File: config.mk
export PLATFORM = sky130hd
export DESIGN_NAME = writeback_queue
export DESIGN_NICKNAME = d
export VERILOG_FILES = /design/src/rtl/writeback_queue.sv
export SDC_FILE = /design/constraint.sdc
export NUM_CORES = 1
export LEC_CHECK = 0
export CAP_MARGIN = 10
export CORE_MARGIN = 2
export CORE_UTILIZATION = 40
export DETAILED_ROUTE_END_ITERATION = 16
export PLACE_DENSITY_LB_ADDON = 0.05
export SYNTH_ARGS = -nofsm -noshare
export SYNTH_HDL_FRONTEND = slang
export SYNTH_SLANG_ARGS = --single-unit
File: constraint.sdc
create_clock -name clk -period 6.9 [get_ports clk]
set_clock_uncertainty 0.15 [all_clocks]
set_input_delay 1.725 -clock clk [delete_from_list [all_inputs] [get_ports clk]]
set_output_delay 1.725 -clock clk [all_outputs]
set_load 0.005 [all_outputs]
File: src/rtl/writeback_queue.sv
// Write-back queue: merges ALU and load results into one register-file write port.
// Optional macro WRITEBACK_BYPASS_EN forwards the first accepted entry straight out when the queue is empty.
module writeback_queue #(
  parameter int OPERAND_WIDTH             = 32,
  parameter int REGISTER_DESCRIPTOR_WIDTH = 4,
  parameter int QUEUE_DEPTH               = 4
) (
  input  logic                                 clk,
  input  logic                                 rst,
  input  logic                                 alu_valid_input,
  output logic                                 alu_ready_output,
  input  logic [REGISTER_DESCRIPTOR_WIDTH-1:0] alu_register_input,
  input  logic [OPERAND_WIDTH-1:0]             alu_result_input,
  input  logic                                 mem_valid_input,
  output logic                                 mem_ready_output,
  input  logic [REGISTER_DESCRIPTOR_WIDTH-1:0] mem_register_input,
  input  logic [OPERAND_WIDTH-1:0]             mem_result_input,
  output logic                                 write_back_output,
  output logic [REGISTER_DESCRIPTOR_WIDTH-1:0] write_back_register_output,
  output logic [OPERAND_WIDTH-1:0]             result_output,
  input  logic [REGISTER_DESCRIPTOR_WIDTH-1:0] query_register_input,
  output logic                                 pending_output,
  output logic [$clog2(QUEUE_DEPTH):0]         count_output
);

  localparam int PW = $clog2(QUEUE_DEPTH);
  localparam int CW = PW + 1;
  localparam int RW = REGISTER_DESCRIPTOR_WIDTH;
  localparam int OW = OPERAND_WIDTH;
  localparam logic [CW-1:0] DEPTH_C    = CW'(QUEUE_DEPTH);
  localparam logic [CW-1:0] DEPTH_M1_C = CW'(QUEUE_DEPTH - 1);

  logic [CW-1:0] count_q;
  logic [PW-1:0] rd_ptr, wr_ptr, wr_ptr_nx;
  logic [RW-1:0] reg_mem  [QUEUE_DEPTH];
  logic [OW-1:0] data_mem [QUEUE_DEPTH];

  logic          mem_push, alu_push, empty, bypass, pop;
  logic [1:0]    n_store;
  logic [RW-1:0] first_reg, store_reg;
  logic [OW-1:0] first_data, store_data;

  always_comb begin
    mem_ready_output = count_q < DEPTH_C;
    alu_ready_output = (count_q < DEPTH_M1_C) || (mem_ready_output && !mem_valid_input);
    mem_push   = mem_valid_input && mem_ready_output;
    alu_push   = alu_valid_input && alu_ready_output;
    empty      = (count_q == '0);
    pop        = !empty;
    // Mem is ordered ahead of the ALU whenever both transfer together.
    first_reg  = mem_push ? mem_register_input : alu_register_input;
    first_data = mem_push ? mem_result_input   : alu_result_input;
`ifdef WRITEBACK_BYPASS_EN
    bypass     = empty && (mem_push || alu_push);
`else
    bypass     = 1'b0;
`endif
    // A bypassed first entry leaves only the ALU entry (if any) to store.
    store_reg  = bypass ? alu_register_input : first_reg;
    store_data = bypass ? alu_result_input   : first_data;
    n_store    = {1'b0, mem_push} + {1'b0, alu_push} - {1'b0, bypass};
    wr_ptr_nx  = wr_ptr + PW'(1);
  end

  always_comb begin
    write_back_output          = 1'b0;
    write_back_register_output = '0;
    result_output              = '0;
    if (!empty) begin
      write_back_output          = 1'b1;
      write_back_register_output = reg_mem[rd_ptr];
      result_output              = data_mem[rd_ptr];
    end else if (bypass) begin
      write_back_output          = 1'b1;
      write_back_register_output = first_reg;
      result_output              = first_data;
    end
  end

  // An entry is live when its distance from the read pointer is below the count.
  always_comb begin
    pending_output = 1'b0;
    for (int i = 0; i < QUEUE_DEPTH; i++) begin
      if ((CW'(PW'(i) - rd_ptr) < count_q) && (reg_mem[i] == query_register_input))
        pending_output = 1'b1;
    end
  end

  assign count_output = count_q;

  always_ff @(posedge clk or negedge rst) begin
    if (!rst) begin
      count_q <= '0;
      rd_ptr  <= '0;
      wr_ptr  <= '0;
    end else begin
      count_q <= count_q + CW'(n_store) - CW'(pop);
      wr_ptr  <= wr_ptr + PW'(n_store);
      if (pop)
        rd_ptr <= rd_ptr + PW'(1);
    end
  end

  always_ff @(posedge clk) begin
    if (n_store != 2'd0) begin
      reg_mem[wr_ptr]  <= store_reg;
      data_mem[wr_ptr] <= store_data;
    end
    if (n_store == 2'd2) begin
      reg_mem[wr_ptr_nx]  <= alu_register_input;
      data_mem[wr_ptr_nx] <= alu_result_input;
    end
  end

endmodule

### Word level (Yosys, flattened, before mapping)

Memory sizes are Yosys's and may differ from the RTL's.
Index checks and enable logic that the tools add are counted.

| cells by class | value |
|---|---|
| add/sub/neg operators | 10 |
| $lt $le $gt $ge | 6 |
| equal/unequal tests | 5 |
| multiplexer cells | 13 |
| reductions and logical operators | 12 |

Operators with widths:

| operator | count |
|---|---|
| 2-to-1 mux 32 bit | 2 |
| equality test 4 bit | 4 |
| less-than comparator 3 bit | 4 |
| 2-to-1 mux 1 bit | 9 |
| 2-to-1 mux 4 bit | 2 |
| logical AND 1 bit | 7 |
| subtractor 1 x 2 -> 3 bit, first input constant | 2 |
| subtractor 2 x 2 -> 3 bit, first input constant | 2 |
| adder 2 x 1 -> 2 bit, second input constant | 2 |
| adder 3 x 2 -> 3 bit | 1 |
| zero test 3 bit | 1 |
| less-than comparator 3 x 2 -> 1 bit, second input constant | 1 |
| less-than comparator 3 bit, second input constant | 1 |
| subtractor 3 x 1 -> 3 bit | 1 |
| adder 1 x 1 -> 2 bit | 1 |
| adder 2 bit | 1 |
| equality test 2 bit, second input constant | 1 |
| zero test 1 bit | 2 |
| nonzero test 2 bit | 1 |
| logical OR 1 bit | 1 |

| word-level totals | value |
|---|---|
| register bits after elaboration | 7 |
| bits in writable memories | 144 |
| bits of input ports | 80 |
| output and inout bits | 43 |
| logic and storage cells | 51 |
| memories kept | 2 |

Memories:

| memory | depth | width | read ports | clocked after memory_dff | write ports | line | text |
|---|---|---|---|---|---|---|---|
| data_mem | 4 | 32 | 1 | 0 | 2 | 36 | `logic [OW-1:0] data_mem [QUEUE_DEPTH];` |
| reg_mem | 4 | 4 | 5 | 0 | 2 | 35 | `logic [RW-1:0] reg_mem [QUEUE_DEPTH];` |

### Logic depth before layout (Yosys ltp)

| depth | value |
|---|---|
| depth after elaboration | 8 |
| gate-level depth with buffers | 11 |

### Worst setup path after synthesis

Ideal clock, no wire load.

| timing path | value |
|---|---|
| path kind | input -> register |
| from | input mem_valid_input |
| to | memory data_mem[1][0] (netlist bit) (enable) |
| arrival | 5.054 ns |
| required time | 6.269 ns |
| setup slack | 1.215 ns |
| cell stages on the path | 6 |
| buffers on the path | 0 |
| cell sequence | a31oi_1 nand2_1 inv_1 ha_1 nor2_1 nor3b_1 |

RTL lines:

| what | line | text |
|---|---|---|
| start: declaration | 14 | `input logic mem_valid_input,` |
| end: declaration | 36 |  |

### Worst setup path after layout

| timing path | value |
|---|---|
| from | input query_register_input[3] |
| to | output pending_output |

| between the ends | value |
|---|---|
| longest elaborated chain between the ends | 6 |

RTL lines:

| what | line | text |
|---|---|---|
| start: declaration | 21 | `input logic [REGISTER_DESCRIPTOR_WIDTH-1:0] query_register_input,` |
| equality test 4 bit | 84 | `if ((CW'(PW'(i) - rd_ptr) < count_q) && (reg_mem[i] == query_register_input))` |
| logical AND 1 bit | 84 |  |
| 2-to-1 mux 1 bit (3 in a row) | 84 |  |
| 2-to-1 mux 1 bit (*) | 84 |  |
| end: declaration | 22 | `output logic pending_output,` |

Mark *: on every way between the ends. The rest lies on a longest branch, timed or not.

==> run metrics <==
WP data arrival=3690 ps; row count=52; PnR worst setup slack=1335 ps; vias=4,602; Clock Latency Late Sink=410 ps; sequential area share after synthesis=0.5482; CP peak stage delay=510 ps; placed cells=roughly 860; fin util=0.5084; P_leak=3.575 nW; post-cts resize count=0; worst setup path startpoint=query_register_input[3]; Reg clk slew, reported paths=around 60 ps; combinational share of power=0.442; setup TNS=0 ps; FF/Latch Area=between 0.004 and 0.005 sq mm; CP endpoint=pending_output; Slew @ Worst Pin=roughly 1100 ps; pins over their slew limit=0; pwr dens=around 430 mW/mm^2; layout net count=about 700; clock share of power=0.213; Max Cap Viol=0; number of DRC markers in iteration 0=303; Pre-Repair DR Iteration Count=5; Worst setup SP type=primary input; endpoints failing setup=0; Hold WC Path Type=register to register; share of layout cells above drive strength 1=0.3774; Detailed Route WL=a little under 20,000 microns; relative slew slack=0.2906; initial antenna violation count=2; Bufs on Longest Clock Path=2; Post-CTS Setup Bufs=0; clk sinks=151; total track usage=0.1857; highest clock rate=179.7 MHz; # fillers=1,726; Cell variety after synth=40; commonest cells after routing, fill and taps aside=144 x edfxtp_1, 122 x clkdlybuf4s50_1, 112 x mux2_2; Multi-input gate area=0.003432 sq mm; worst path required time=5030 ps; DR vias/cell=5.165; Synth Flop Type=edfxtp_1; Detail Route Antenna Nets=0; mapped cell area=0.008208 sq mm; # hold bufs at CTS=0; # IOs=around 120; CP endpoint kind=output pin; number of global-route vias before repair=5,026; commonest non-fill, non-tap cell in the layout=edfxtp_1; die width=147.2 microns; IO buf count=about 120; fin crit period=5565 ps; CTS tree=yes; Hold Vio Cnt, Final=0; most frequent CP cell=clkdlybuf4s50_1; reg2reg end=data_mem[2][12]; worst IR drop on VDD=around 0.00018 V; Worst Reg-to-Reg Cells=6; Root Buffer=clkbuf_16; status=finished clean; Flop pwr share=0.346; Pint=0.003052 W; largest net degree at the start of global routing=41; post-synthesis register bit count=approximately 150; RSZ-0062 raised after global routing=false; CP Max Fanout=4; Post-Syn Area per Cell=~17 sq um; area added between synthesis and finish=24.92%; Initial Utilization=0.4069; drt wl/cell=roughly 22 microns; Mapped Nets=about 580; final worst path period share=0.8066; non-filler instance count after layout=between 800 and 900; Slowest-stage cell, CP=clkdlybuf4s50_1; CORE AREA=0.02017 sq mm; CTS buffer count=17; EDFF count, synth=144; GRT overflow=0; htree depth=4; reg2reg setup slack=3690 ps; Post-synth ARST share=0.04636; first-pass GRT wire length=29,590 microns; DRC Markers=0; net switching power=between 0.001 and 0.0015 W; Sw Share=0.3152; reg2reg start=count_output[2]; Mapped Cells=between 400 and 500; total power=0.004457 W; Die Y=147.2 microns; Placer Congestion=0.8131; HPWL Detailed=11,740 microns; Setup WS pre-CTS=roughly 1300 ps; cell-by-cell trace of the critical path=clkdlybuf4s50_1, xor2_1, a2111oi_0, a22oi_1, nand3_1, clkdlybuf4s50_1; critical path class=primary input to output pin; die area=0.02168 sq mm; Ys Warns=0
## cell usage after synthesis, types with 2 or more instances
library cell,n,share of area
nand2b_1,2,0.0015
nand4_1,2,0.0015
buf_4,10,0.0091
mux2_1,2,0.0027
xnor2_1,9,0.0096
mux2_4,30,0.055
buf_6,4,0.0055
nand3_1,2,0.0012
buf_12,3,0.0073
clkbuf_8,3,0.0050
inv_1,13,0.0059
nand2_1,5,0.0023
dfrtp_1,7,0.021
nand2_2,2,0.0015
a31oi_1,3,0.0023
nor2b_1,37,0.028
o21ai_0,3,0.0018
clkbuf_1,4,0.0018
mux4_2,36,0.099
edfxtp_1,144,0.53
ha_1,15,0.023
mux2_2,112,0.15
a211oi_1,3,0.0027
xor2_1,12,0.013
buf_2,5,0.0030
## worst max-delay path, delay by kind of cell
family,cells,cell delay (ps)
AOI/OAI and AO/OA,2,610
xor gates and xnor gates,1,210
buffers and inverters,2,1020
and+or+nand+nor,1,130
## how the worst min path moves through the flow
stage | start | end | slack, ps | cells after the start
final | count_output[2] | count_output[2] | 480 | 1
after floorplan | wr_ptr[0] | wr_ptr[0] | 340 | 1
after global routing | count_output[2] | count_output[2] | 530 | 1
after global placement | count_output[2] | count_output[2] | 450 | 1
after CTS | count_output[2] | count_output[2] | 480 | 1
after detailed placement | count_output[2] | count_output[2] | 480 | 1
## per-layer routing
layer / global-route usage / part of all wire / vias to the layer above
li1: - / - / 2131
met1: 0.2394 / 0.44 / 2347
met2: 0.3121 / 0.51 / 109
met5: 0 / 0 / -
met3: 0.05093 / 0.046 / 15
met4: 0.04712 / 0.0087 / 0
## power by group through the flow
stage          Sequential [W]  Combinational, W  Clock (W)
4_1_cts               0.00155           0.00202   0.000972
3_5_place_dp          0.00157           0.00201          0
5_1_grt               0.00157           0.00214    0.00101
3_3_place_gp          0.00155           0.00201          0
6_report              0.00154           0.00197   0.000948
2_1_floorplan         0.00149           0.00126          0
## through the flow
step / hold WS [ps] / instance area, sq um
3_5_place_dp: 478.4 / 9648
3_3_place_gp: 452.5 / 9648
5_1_grt: 534.4 / 10250
2_1_floorplan: 344.6 / 8208
4_1_cts: 481.7 / 10250
6_report: 482.4 / 10250
## layout make-up
type / count / area share
flip-flops and latches: 151 / 0.4390
multi-input cells: 289 / 0.3347
clock inverters: 15 / 0.01733
diodes: 1 / 0.0002441
inverters: 14 / 0.005125
well taps: 270 / 0.03295
clock buffers: 17 / 0.04149
repair buffers: 134 / 0.1291
## state kept, by name, summed over array words and instances, names as in the netlist
name          cells
rd_ptr            2
reg_mem          16
data_mem        128
count_output      3
wr_ptr            2
## cells by family (layout without fill, tap and decap cells)
group	after synthesis	in the layout	share of synthesized area
flops	151	151	0.5482
fa+ha+maj	16	16	0.02530
simple gates	57	57	0.04207
other cells	0	1	0
buf+inv	43	180	0.03826
xor+xnor	21	21	0.02241
mux	180	180	0.3101
compound gates	15	15	0.01372
No activity file was read; power rests on OpenSTA's default activity.
